### src/rtl/conv_tile_pkg.sv
// Shared types and derived-count helpers for the RepVGG conv tile sequencer.
package conv_tile_pkg;

    typedef enum logic [2:0] {
        IDLE,
        LD_IFM,
        LD_WHT,
        MAC,
        PSUM_RD,
        WB,
        DONE
    } state_t;

    function automatic int unsigned calc_wp(int unsigned w, int unsigned pad);
        return w + 2 * pad;
    endfunction

    function automatic int unsigned calc_ow(int unsigned wp, int unsigned k);
        return wp - k + 1;
    endfunction

    function automatic int unsigned calc_ifm_beats(int unsigned wp, int unsigned k,
                                                   int unsigned pe_cols);
        return wp * (k + pe_cols - 1);
    endfunction

    function automatic int unsigned calc_wht_beats(int unsigned k, int unsigned kn);
        return k * k * kn;
    endfunction

    function automatic int unsigned calc_wb_beats(int unsigned pe_cols, int unsigned kn);
        return pe_cols * kn;
    endfunction

endpackage

### src/rtl/conv_tile_seq_if.sv
// Stream handshakes between the tile sequencer and the DMA / SRAM side.
interface conv_tile_seq_if;
    logic ifm_valid;
    logic ifm_ready;
    logic wht_valid;
    logic wht_ready;
    logic psum_rd_valid;
    logic psum_rd_ready;
    logic wb_valid;
    logic wb_ready;

    modport master (
        input  ifm_valid, wht_valid, psum_rd_ready, wb_ready,
        output ifm_ready, wht_ready, psum_rd_valid, wb_valid
    );

    modport slave (
        output ifm_valid, wht_valid, psum_rd_ready, wb_ready,
        input  ifm_ready, wht_ready, psum_rd_valid, wb_valid
    );
endinterface

### src/rtl/conv_tile_addr_gen.sv
// Counter and SRAM address datapath for the conv tile sequencer; advanced by FSM strobes.
module conv_tile_addr_gen
    import conv_tile_pkg::*;
#(
    parameter int KERNEL_SIZE = 3,
    parameter int PE_COLS     = 8,
    parameter int KERNEL_NUM  = 2,
    parameter int GRP_W       = 6,
    parameter int AW          = 14
) (
    input  logic             clk,
    input  logic             rst_n,
    input  logic             clr,
    input  logic             ld_inc,
    input  logic             ld_wht,
    input  logic             mac_inc,
    input  logic             xfer_inc,
    input  logic             col_inc,
    input  logic             grp_inc,
    input  logic             sel_ifm_ld,
    input  logic             sel_wht_ld,
    input  logic             sel_mac,
    input  logic [AW-1:0]    wp,
    input  logic [AW-1:0]    ow,
    input  logic [AW-1:0]    ifm_beats,
    input  logic [GRP_W-1:0] grps,
    output logic             ld_last,
    output logic             mac_first,
    output logic             mac_last,
    output logic             xfer_last,
    output logic             col_last,
    output logic             grp_last,
    output logic             grp_zero,
    output logic [AW-1:0]    ifm_addr,
    output logic [AW-1:0]    wht_addr,
    output logic [AW-1:0]    psum_addr
);

    localparam int WHT_BEATS = calc_wht_beats(KERNEL_SIZE, KERNEL_NUM);
    localparam int WB_BEATS  = calc_wb_beats(PE_COLS, KERNEL_NUM);
    localparam int KW        = (KERNEL_SIZE > 1) ? $clog2(KERNEL_SIZE) : 1;
    localparam int XW        = (WB_BEATS > 1) ? $clog2(WB_BEATS) : 1;
    localparam logic [KW-1:0] K_LAST   = KW'(KERNEL_SIZE - 1);
    localparam logic [XW-1:0] X_LAST   = XW'(WB_BEATS - 1);
    localparam logic [AW-1:0] WHT_LAST = AW'(WHT_BEATS - 1);

    logic [AW-1:0]    ld_beat;
    logic [KW-1:0]    k_row;
    logic [KW-1:0]    k_col;
    logic [XW-1:0]    xfer_beat;
    logic [AW-1:0]    col;
    logic [GRP_W-1:0] grp;

    always_comb begin
        ld_last   = ld_wht ? (ld_beat == WHT_LAST) : (ld_beat == ifm_beats - AW'(1));
        mac_first = (k_row == '0) && (k_col == '0);
        mac_last  = (k_row == K_LAST) && (k_col == K_LAST);
        xfer_last = (xfer_beat == X_LAST);
        col_last  = (col == ow - AW'(1));
        grp_last  = (grp == grps - GRP_W'(1));
        grp_zero  = (grp == '0);
    end

    // Every counter wraps on its terminal beat in the same cycle the FSM moves on.
    always_ff @(posedge clk or negedge rst_n) begin
        if (!rst_n) begin
            ld_beat   <= '0;
            k_row     <= '0;
            k_col     <= '0;
            xfer_beat <= '0;
            col       <= '0;
            grp       <= '0;
        end else if (clr) begin
            ld_beat   <= '0;
            k_row     <= '0;
            k_col     <= '0;
            xfer_beat <= '0;
            col       <= '0;
            grp       <= '0;
        end else begin
            if (ld_inc)
                ld_beat <= ld_last ? '0 : ld_beat + AW'(1);
            if (mac_inc) begin
                if (k_col == K_LAST) begin
                    k_col <= '0;
                    k_row <= (k_row == K_LAST) ? '0 : k_row + KW'(1);
                end else begin
                    k_col <= k_col + KW'(1);
                end
            end
            if (xfer_inc)
                xfer_beat <= xfer_last ? '0 : xfer_beat + XW'(1);
            if (col_inc)
                col <= col_last ? '0 : col + AW'(1);
            if (grp_inc)
                grp <= grp_last ? '0 : grp + GRP_W'(1);
        end
    end

    always_comb begin
        ifm_addr = '0;
        if (sel_ifm_ld)
            ifm_addr = ld_beat;
        else if (sel_mac)
            ifm_addr = col + AW'(k_row) * wp + AW'(k_col);
        wht_addr  = sel_wht_ld ? ld_beat
                               : AW'(k_row) * AW'(KERNEL_SIZE) + AW'(k_col);
        psum_addr = col * AW'(WB_BEATS) + AW'(xfer_beat);
    end

endmodule

### src/rtl/conv_tile_seq.sv
// RepVGG conv PE-array tile sequencer with runtime IFM width / group count.
// Optional busy/stall performance counters when CONV_TILE_PERF_EN is defined.
module conv_tile_seq
    import conv_tile_pkg::*;
#(
    parameter int KERNEL_SIZE = 3,
    parameter int PAD         = 1,
    parameter int PE_COLS     = 8,
    parameter int KERNEL_NUM  = 2,
    parameter int MAX_IFM_W   = 56,
    parameter int GRP_W       = 6,
    parameter int AW          = 14
) (
    input  logic             clk,
    input  logic             rst_n,
    input  logic             start,
    input  logic             abort,
    input  logic [7:0]       cfg_ifm_w,
    input  logic [GRP_W-1:0] cfg_grps,
    conv_tile_seq_if.master  sif,
    output logic             pe_en,
    output logic             pe_acc_rst,
    output logic [AW-1:0]    ifm_addr,
    output logic [AW-1:0]    wht_addr,
    output logic [AW-1:0]    psum_addr,
    output logic             busy,
    output logic             done
`ifdef CONV_TILE_PERF_EN
    ,
    output logic [31:0]      perf_cycles,
    output logic [31:0]      perf_stalls
`endif
);

    state_t           state;
    state_t           state_nxt;
    logic [7:0]       w_q;
    logic [GRP_W-1:0] grps_q;
    logic [AW-1:0]    wp;
    logic [AW-1:0]    ow;
    logic [AW-1:0]    ifm_beats;
    logic             start_acc;

    logic ld_inc, mac_inc, xfer_inc, col_inc, grp_inc;
    logic ld_last, mac_first, mac_last, xfer_last, col_last, grp_last, grp_zero;

    assign start_acc = start && !abort && (state == IDLE);

    // Config is sampled only on an accepted start; a zero group count runs as one group.
    always_ff @(posedge clk or negedge rst_n) begin
        if (!rst_n) begin
            w_q    <= '0;
            grps_q <= '0;
        end else if (start_acc) begin
            w_q    <= cfg_ifm_w;
            grps_q <= (cfg_grps == '0) ? GRP_W'(1) : cfg_grps;
        end
    end

    assign wp        = AW'(calc_wp(32'(w_q), PAD));
    assign ow        = AW'(calc_ow(32'(wp), KERNEL_SIZE));
    assign ifm_beats = AW'(calc_ifm_beats(32'(wp), KERNEL_SIZE, PE_COLS));

    always_ff @(posedge clk or negedge rst_n) begin
        if (!rst_n)
            state <= IDLE;
        else
            state <= state_nxt;
    end

    always_comb begin
        state_nxt = state;
        case (state)
            IDLE:    if (start)                             state_nxt = LD_IFM;
            LD_IFM:  if (sif.ifm_valid && ld_last)          state_nxt = LD_WHT;
            LD_WHT:  if (sif.wht_valid && ld_last)          state_nxt = MAC;
            MAC:     if (mac_last)                          state_nxt = grp_zero ? WB : PSUM_RD;
            PSUM_RD: if (sif.psum_rd_ready && xfer_last)    state_nxt = WB;
            WB: begin
                if (sif.wb_ready && xfer_last) begin
                    if (!col_last)     state_nxt = MAC;
                    else if (grp_last) state_nxt = DONE;
                    else               state_nxt = LD_IFM;
                end
            end
            DONE:    state_nxt = IDLE;
            default: state_nxt = IDLE;
        endcase
        if (abort)
            state_nxt = IDLE;
    end

    always_comb begin
        sif.ifm_ready     = (state == LD_IFM);
        sif.wht_ready     = (state == LD_WHT);
        sif.psum_rd_valid = (state == PSUM_RD);
        sif.wb_valid      = (state == WB);
        pe_en             = (state == MAC);
        pe_acc_rst        = (state == MAC) && mac_first;
        busy              = (state != IDLE);
        done              = (state == DONE);
        ld_inc   = ((state == LD_IFM) && sif.ifm_valid) || ((state == LD_WHT) && sif.wht_valid);
        mac_inc  = (state == MAC);
        xfer_inc = ((state == PSUM_RD) && sif.psum_rd_ready) || ((state == WB) && sif.wb_ready);
        col_inc  = (state == WB) && sif.wb_ready && xfer_last;
        grp_inc  = col_inc && col_last;
    end

    conv_tile_addr_gen #(
        .KERNEL_SIZE (KERNEL_SIZE),
        .PE_COLS     (PE_COLS),
        .KERNEL_NUM  (KERNEL_NUM),
        .GRP_W       (GRP_W),
        .AW          (AW)
    ) u_addr_gen (
        .clk        (clk),
        .rst_n      (rst_n),
        .clr        (abort),
        .ld_inc     (ld_inc),
        .ld_wht     (state == LD_WHT),
        .mac_inc    (mac_inc),
        .xfer_inc   (xfer_inc),
        .col_inc    (col_inc),
        .grp_inc    (grp_inc),
        .sel_ifm_ld (state == LD_IFM),
        .sel_wht_ld (state == LD_WHT),
        .sel_mac    (state == MAC),
        .wp         (wp),
        .ow         (ow),
        .ifm_beats  (ifm_beats),
        .grps       (grps_q),
        .ld_last    (ld_last),
        .mac_first  (mac_first),
        .mac_last   (mac_last),
        .xfer_last  (xfer_last),
        .col_last   (col_last),
        .grp_last   (grp_last),
        .grp_zero   (grp_zero),
        .ifm_addr   (ifm_addr),
        .wht_addr   (wht_addr),
        .psum_addr  (psum_addr)
    );

`ifdef CONV_TILE_PERF_EN
    logic stall_now;

    always_comb begin
        stall_now = 1'b0;
        case (state)
            LD_IFM:  stall_now = sif.ifm_valid ^ sif.ifm_ready;
            LD_WHT:  stall_now = sif.wht_valid ^ sif.wht_ready;
            PSUM_RD: stall_now = sif.psum_rd_valid ^ sif.psum_rd_ready;
            WB:      stall_now = sif.wb_valid ^ sif.wb_ready;
            default: stall_now = 1'b0;
        endcase
    end

    always_ff @(posedge clk or negedge rst_n) begin
        if (!rst_n) begin
            perf_cycles <= '0;
            perf_stalls <= '0;
        end else if (abort || start_acc) begin
            perf_cycles <= '0;
            perf_stalls <= '0;
        end else begin
            if (busy && !(&perf_cycles))
                perf_cycles <= perf_cycles + 32'd1;
            if (stall_now && !(&perf_stalls))
                perf_stalls <= perf_stalls + 32'd1;
        end
    end
`endif

endmodule

### src/flat_wrapper.sv
// flat-port wrapper written by rule: the top's interface ports become plain ports
module conv_tile_seq_flat import conv_tile_pkg::*;
#(
    parameter int KERNEL_SIZE = 3,
    parameter int PAD         = 1,
    parameter int PE_COLS     = 8,
    parameter int KERNEL_NUM  = 2,
    parameter int MAX_IFM_W   = 56,
    parameter int GRP_W       = 6,
    parameter int AW          = 14
)
  (clk, rst_n, start, abort, cfg_ifm_w, cfg_grps, pe_en, pe_acc_rst, ifm_addr, wht_addr, psum_addr, busy, done, sif_ifm_valid, sif_wht_valid, sif_psum_rd_ready, sif_wb_ready, sif_ifm_ready, sif_wht_ready, sif_psum_rd_valid, sif_wb_valid);
  conv_tile_seq_if sif_i ();
  input  logic clk;
  input  logic rst_n;
  input  logic start;
  input  logic abort;
  input  logic [7:0] cfg_ifm_w;
  input  logic [GRP_W-1:0] cfg_grps;
  output logic pe_en;
  output logic pe_acc_rst;
  output logic [AW-1:0] ifm_addr;
  output logic [AW-1:0] wht_addr;
  output logic [AW-1:0] psum_addr;
  output logic busy;
  output logic done;
  input wire logic [$bits(sif_i.ifm_valid)-1:0] sif_ifm_valid;
  input wire logic [$bits(sif_i.wht_valid)-1:0] sif_wht_valid;
  input wire logic [$bits(sif_i.psum_rd_ready)-1:0] sif_psum_rd_ready;
  input wire logic [$bits(sif_i.wb_ready)-1:0] sif_wb_ready;
  output wire logic [$bits(sif_i.ifm_ready)-1:0] sif_ifm_ready;
  output wire logic [$bits(sif_i.wht_ready)-1:0] sif_wht_ready;
  output wire logic [$bits(sif_i.psum_rd_valid)-1:0] sif_psum_rd_valid;
  output wire logic [$bits(sif_i.wb_valid)-1:0] sif_wb_valid;
  assign sif_i.ifm_valid = sif_ifm_valid;
  assign sif_i.wht_valid = sif_wht_valid;
  assign sif_i.psum_rd_ready = sif_psum_rd_ready;
  assign sif_i.wb_ready = sif_wb_ready;
  assign sif_ifm_ready = sif_i.ifm_ready;
  assign sif_wht_ready = sif_i.wht_ready;
  assign sif_psum_rd_valid = sif_i.psum_rd_valid;
  assign sif_wb_valid = sif_i.wb_valid;
  conv_tile_seq #(.KERNEL_SIZE(KERNEL_SIZE), .PAD(PAD), .PE_COLS(PE_COLS), .KERNEL_NUM(KERNEL_NUM), .MAX_IFM_W(MAX_IFM_W), .GRP_W(GRP_W), .AW(AW)) u_core (.clk(clk), .rst_n(rst_n), .start(start), .abort(abort), .cfg_ifm_w(cfg_ifm_w), .cfg_grps(cfg_grps), .sif(sif_i), .pe_en(pe_en), .pe_acc_rst(pe_acc_rst), .ifm_addr(ifm_addr), .wht_addr(wht_addr), .psum_addr(psum_addr), .busy(busy), .done(done));
endmodule
### config.mk
export PLATFORM = sky130hd
export DESIGN_NAME = conv_tile_seq_flat
export DESIGN_NICKNAME = d
export VERILOG_FILES = /design/src/rtl/conv_tile_pkg.sv /design/src/rtl/conv_tile_seq_if.sv /design/src/rtl/conv_tile_addr_gen.sv /design/src/rtl/conv_tile_seq.sv /design/src/flat_wrapper.sv
export SDC_FILE = /design/constraint.sdc
export NUM_CORES = 1
export LEC_CHECK = 0
export CORE_ASPECT_RATIO = 0.9
export CORE_MARGIN = 4
export CORE_UTILIZATION = 40
export CTS_BUF_LIST = sky130_fd_sc_hd__clkbuf_2 sky130_fd_sc_hd__clkbuf_4 sky130_fd_sc_hd__clkbuf_8
export DETAILED_ROUTE_END_ITERATION = 10
export HOLD_SLACK_MARGIN = 0.02
export PLACE_DENSITY_LB_ADDON = 0.1
export SYNTH_ARGS = -nofsm -noshare
export SYNTH_HDL_FRONTEND = slang
export SYNTH_HIERARCHICAL = 1
export SYNTH_SLANG_ARGS = --single-unit
### constraint.sdc
create_clock -name clk -period 11.05 [get_ports clk]
set_clock_uncertainty 0.15 [all_clocks]
set_input_delay 1.105 -clock clk [delete_from_list [all_inputs] [get_ports clk]]
set_output_delay 1.105 -clock clk [all_outputs]
set_load 0.005 [all_outputs]
==> out/results.txt, run 1 <==
Outcome: finished, final reports clean
P per Cell Area: 123 nW/um^2
Seq/Total Area, Yosys: 0.204
Avg Cell Area, Syn: 8.22 um^2
Crit Path Max Fanout: 12
Most common cell on crit path: o21ai_0
Proportion of synthesized area in mux cells: 0.0580
Core ar.: 17700 um^2
Root buf cell: clkbuf_8
Worst-Skew Late Latency: 0.37 ns
Part of the cycle the worst path needs: 0.594
Top post-synthesis cells by area: dfrtp_1 (20%), ha_1 (9.1%), xnor2_1 (5.4%)
Final setup violation count: 0
Leakage dissipation: 3.44 nW
Vias in the first global route: 6028
Yosys top cell area share: 0.204
Detailed-route DRC error count: 0
Clock share of power: 0.198
GRT Total Usage: 0.190
Hold Startpoint: u_core/grps_q[5]
Setup crit end kind: primary output
Final Max Slew Viols: 0
# nets final: 1029
TritonCTS clock tree: done
TritonCTS buffer count: 9
RSZ-0062 raised after global routing: no
Die Width: 150 um
Post-CTS sizing: 0
ANT cells: 0
Worst reg-to-reg path cell count: 21
Drt first pass iters: 5
Via count: 6303
EDFF count, synth: 0
Area fraction in compound gates after synthesis: 0.166
Synth Warn #: 6
Most common cell in the netlist: nand2_1
# IOs: 72
Area growth syn-to-layout: 14.0%
Antenna Nets Post-Route: 0
Sw power: 0.460 mW
Die ar.: 20300 um^2
Number of library cell types mapped by synthesis: 91
Initial Util: 0.409
Max Buffers Root-to-Sink: 2
Sum Neg Setup Slack: 0 ns
Syn Std Cell Area: 7250 um^2
CTS sink count: 59
Clock-pin transition on the worst setup and hold timing paths: 0.08 ns
Max Cap Viol: 0
Detailed placer's ending HPWL: 13800 um
Fmax: 152 MHz
Internal power: 0.552 mW
Antenna violations before repair: 0
Max-slew headroom: 0.278
Global route total overflow: 0
Post-Synth Adder-Cell Area: 0.140
Yosys top cell by area: dfrtp_1
First-pass GRT wire length: 31300 um
WL per Instance: 15.5 um
Synth Instances: 882
GP Congestion: 0.822
Largest net degree at the start of global routing: 60
WHS Path Cells: 1
PnR Total Power: 1.01 mW
Layout cells sized above 1: 0.0786
Reg-to-reg startpoint: u_core/w_q[1]
Largest family of logic cells by synthesized area: simple AND/OR/NAND/NOR gates
Hold Crit Endpoint: u_core/grps_q[5]
Chip height: 136 um
Commonest cells in the netlist: nand2_1 (74), inv_1 (61), dfrtp_1 (59)
Port bufs: 71
Post-Route WL: 18300 um
Worst hold path type: reg -> reg
Maximum vdd ir drop: 0.0729 mV
Critical path cell sequence: inv_1 > ha_1 > and2_1 > fa_1 > ha_1 > inv_1 > fa_1 > nor2b_1 > o21ai_0 > a21boi_0 > o21ai_0 > a21boi_0 > o21ai_0 > a2111oi_0 > a311o_1 > clkdlybuf4s50_1
Num rows: 46
Final min period: 6.57 ns
Drt first-iter violations: 347
Simple-Gate Fraction of Synth Area: 0.255
Reg2reg end: u_core/state[0]
Asr flop ratio synth: 1.00
Post-CTS Hold Buffers: 0
Combinational share of power: 0.552
Switch share: 0.454
Final hold viol count: 0
Critical Path Start Type: flop
Worst Path Required: 9.80 ns
Worst R2R Setup Slack: 4.68 ns
Fill cells: 1816
Dominant synthesized flop cell: dfrtp_1
Via-to-Cell Ratio: 5.33
Post-CTS setup repair buffer count: 0
Slowest cell on crit path: clkdlybuf4s50_1
Max stage delay on crit path: 0.51 ns
Worst Max-Slew Pin Slew: 1.08 ns
XOR/XNOR Fraction of Synth Area: 0.102
Worst Path Arrival: 5.31 ns
Flop pwr share: 0.250
H-Tree Depth: 3
FF+latch count, synth: 59
WS Path Type: reg -> out
final cells by class:
cell class              count  area, um^2  share of cell area
clock buffers              10         138              0.0167
clock inverters             6        47.5             0.00575
inverters                  61         229              0.0277
multi-input cells         728        5310               0.643
flip-flops and latches     59        1480               0.179
well taps                 240         300              0.0363
repair buffers             78         758              0.0918
per-layer routing:
layer | wire length [um] | share of wire | global-route usage
met1 | 9370 | 0.51 | 0.280
met2 | 8000 | 0.44 | 0.292
met3 | 762 | 0.042 | 0.0291
met4 | 203 | 0.011 | 0.0432
met5 | 0 | 0 | 0
state kept, by name, indices dropped and copies added, names as in the netlist:
signal / flops
u_core/u_addr_gen/xfer_beat: 4
u_core/u_addr_gen/k_col: 2
u_core/state: 3
u_core/u_addr_gen/ld_beat: 14
u_core/u_addr_gen/k_row: 2
u_core/grps_q: 6
u_core/w_q: 8
u_core/u_addr_gen/grp: 6
u_core/u_addr_gen/col: 14
power by group through the flow:
stage	combinational, mW	sequential [mW]	clock (mW)
6_report	0.559	0.253	0.201
5_1_grt	0.632	0.257	0.217
4_1_cts	0.558	0.254	0.210
3_5_place_dp	0.556	0.258	0
3_3_place_gp	0.555	0.258	0
2_1_floorplan	0.466	0.247	0
logic make-up after synthesis:
logic type | Yosys count
XOR/XNOR | 78
multiplexers | 40
flip-flops | 59
AND/OR/NAND/NOR | 342
other | 1
adder cells (fa/ha/maj) | 71
buffers and inverters | 115
AO/OA/AOI/OAI | 176
layout by cell type, fill, tap and decap left out, drive strengths merged, types with 24 or more instances in the layout:
cell type	instances
a21oi	37
o21ai	35
xnor2	46
nor2	56
nand3	34
xor2	31
inv	63
and2	40
nand2	74
clkdlybuf4s50	70
and3	24
ha	53
dfrtp	59
mux2i	24
worst max-delay path, delay by kind of cell (launching register included):
family | cells | cell delay [ns]
compound gates | 7 | 1.67
fa+ha+maj | 4 | 1.62
flops | 1 | 0.49
buf+inv | 3 | 0.81
simple gates | 2 | 0.37
how the worst max path moves through the flow:
stage | startpoint | endpoint | cells past startpoint
floorplan | u_core/w_q[1] | u_core/state[0] | 23
finish | u_core/w_q[1] | ifm_addr[9] | 16
global route | u_core/w_q[1] | ifm_addr[9] | 16
global placement | u_core/w_q[1] | u_core/state[0] | 21
detailed placement | u_core/w_q[1] | u_core/state[0] | 21
CTS | u_core/w_q[1] | ifm_addr[9] | 16
per-stage QoR:
step                std cells  utilization  cell area, um^2  hold slack [ns]  setup slack (ns)
finish                   1182        0.466             8260            0.382              4.48
global placement         1166        0.456             8080            0.363              4.89
global route             1182        0.466             8260            0.437              3.93
detailed placement       1166        0.456             8080            0.367              4.73
CTS                      1182        0.466             8260            0.387              4.43
floorplan                 902            -             7330            0.338              5.42
Note: power is estimated with default switching activity, not from simulation.
==> inputs of run 2 (changes only) <==
- clock period: 11.05 -> 5.5 ns (I/O delays scaled with it)
==> out/results.txt, run 2 (synthesis results as in run 1) <==
Worst-Skew Late Latency: 0.37 ns
Slowest cell on crit path: clkdlybuf4s50_1
Max Buffers Root-to-Sink: 2
Area growth syn-to-layout: 19.2%
Max Cap Viol: 0
Leakage dissipation: 3.64 nW
P per Cell Area: 251 nW/um^2
GRT Total Usage: 0.190
Hold slack: 0.199 ns
Top flop regs: u_core/u_addr_gen/col: 14 flops, u_core/u_addr_gen/ld_beat: 14 flops, u_core/w_q: 8 flops
Worst Path Required: 4.80 ns
Maximum vdd ir drop: 0.127 mV
Max-slew headroom: 0.297
Reg2reg end: u_core/state[2]
Drt first pass iters: 5
Post-Route WL: 19000 um
Core ar.: 17700 um^2
Vias in the first global route: 6063
# nets final: 1066
Commonest non-fill, non-tap cell in the layout: nand2_1
# IOs: 72
Via count: 6446
PnR Total Power: 2.17 mW
H-Tree Depth: 3
Detailed placer's ending HPWL: 14300 um
Critical path cell sequence: inv_2 > ha_2 > and2_1 > fa_1 > ha_1 > ha_1 > a21o_1 > a21oi_1 > o21ai_0 > a21oi_1 > o21ai_1 > a21oi_1 > xor2_1 > o31ai_1 > clkdlybuf4s50_1
Worst reg-to-reg path cell count: 21
WS Path Type: reg -> out
Clock-pin transition on the worst setup and hold timing paths: 0.09 ns
Most common cell on crit path: a21oi_1
GP Congestion: 0.826
ANT cells: 0
First-pass GRT wire length: 31100 um
Critical Path Start Type: flop
Worst R2R Setup Slack: 0.29 ns
Crit Path Max Fanout: 7
Fmax: 190 MHz
Die Width: 150 um
Finished Cell Area: 8650 um^2
Reg-to-reg startpoint: u_core/w_q[1]
Via-to-Cell Ratio: 5.29
Root buf cell: clkbuf_8
Antenna violations before repair: 1
Setup crit end kind: primary output
Outcome: finished, final reports clean
Part of the cycle the worst path needs: 0.955
CP Buf/Inv Count: 2
Post-Layout Cell Count: 1219
Max stage delay on crit path: 0.56 ns
CTS sink count: 59
Final setup violation count: 0
TritonCTS buffer count: 9
Largest net degree at the start of global routing: 60
Layout cells sized above 1: 0.138
Post-Place Cell Area: 8300 um^2
Final min period: 5.25 ns
Global route total overflow: 0
Initial Util: 0.409
Most frequent cells in the layout: nand2_1 (74), clkdlybuf4s50_1 (69), inv_1 (60)
Worst hold path type: in -> async
Chip height: 136 um
Sum Neg Setup Slack: 0 ns
Worst Path Arrival: 4.55 ns
TritonCTS clock tree: done
Die ar.: 20300 um^2
CP delay by family, top: compound AO/OA/AOI/OAI gates
Final Max Slew Viols: 0
Port bufs: 71
Placed cells: 1195
Drt first-iter violations: 362
Num rows: 46
Antenna Nets Post-Route: 0
Final hold viol count: 0
WL per Instance: 15.6 um
Worst Max-Slew Pin Slew: 1.05 ns
Detailed-route DRC error count: 0
-- run 2: cell count changes in the layout (fill, tap and decap cells not counted), moves of 3 or more --
cell	before	now
a2111oi_2	0	3
a21boi_0	5	2
a21boi_2	0	3
buf_4	7	44
ha_1	53	50
o21ai_0	35	29
o21ai_1	0	4
-- run 2: area by class of cell --
class | count | area [um^2]
sequential | 59 | 1480
timing repair buffer | 115 | 1040
inverter | 61 | 229
clock buffer | 9 | 124
multi-input combinational | 728 | 5420
tap | 240 | 300
fill | 1819 | 9080
clock inverter | 7 | 52.6
-- run 2: metrics by stage --
stage	utilization	setup slack [ns]
2_1_floorplan	-	0.0279
3_3_place_gp	0.468	0.0548
3_5_place_dp	0.468	-0.110
4_1_cts	0.480	0.0267
5_1_grt	0.488	-0.0471
6_report	0.488	0.247
-- run 2: worst reg2reg max path: stages, from the launching register on --
cell	delay [ns]
dfrtp_2	0.44
inv_2	0.10
ha_2	0.32
ha_1	0.34
inv_1	0.07
fa_1	0.46
nor2b_1	0.16
o21ai_2	0.08
a21boi_2	0.16
nor2_1	0.08
or4_1	0.42
or4_1	0.43
or4_1	0.45
and3_2	0.23
nor3_1	0.16
o2111a_2	0.29
nand3b_1	0.11
a21oi_2	0.18
o31a_1	0.20
buf_4	0.14
nand2_1	0.04
a21oi_1	0.13
-- run 2: worst max path at each step --
stage / from / to / depth (start not counted) / slack, ns
3_5_place_dp: u_core/w_q[1] / u_core/state[0] / 21 / -0.11
4_1_cts: u_core/w_q[1] / u_core/state[0] / 20 / 0.03
6_report: u_core/w_q[1] / ifm_addr[8] / 15 / 0.25
3_3_place_gp: u_core/w_q[1] / u_core/state[0] / 21 / 0.05
5_1_grt: u_core/w_q[1] / u_core/u_addr_gen/grp[5] / 24 / -0.05
2_1_floorplan: u_core/w_q[1] / u_core/state[0] / 23 / 0.03
-- run 2: timing repair --
item,in CTS,in global routing
hold buffers,0,0
setup endpoints to repair,5,18
buffers inserted,3,5
pin swaps,3,9
resized for setup,5,31
hold endpoints to repair,0,0
-- run 2: per-layer routing --
metal	global-route usage	vias up	wire length (um)
li1	-	3272	-
met1	0.277	3048	9540
met2	0.300	111	8560
met3	0.0311	15	739
met4	0.0346	0	148
met5	0	-	0
-- run 2: report_power, final --
part	switching (mW)	internal, mW	leakage, nW	total (mW)
registers	0.0379	0.458	0.791	0.496
clock network	0.216	0.166	0.0896	0.382
logic	0.715	0.576	2.76	1.29
total	0.969	1.20	3.64	2.17
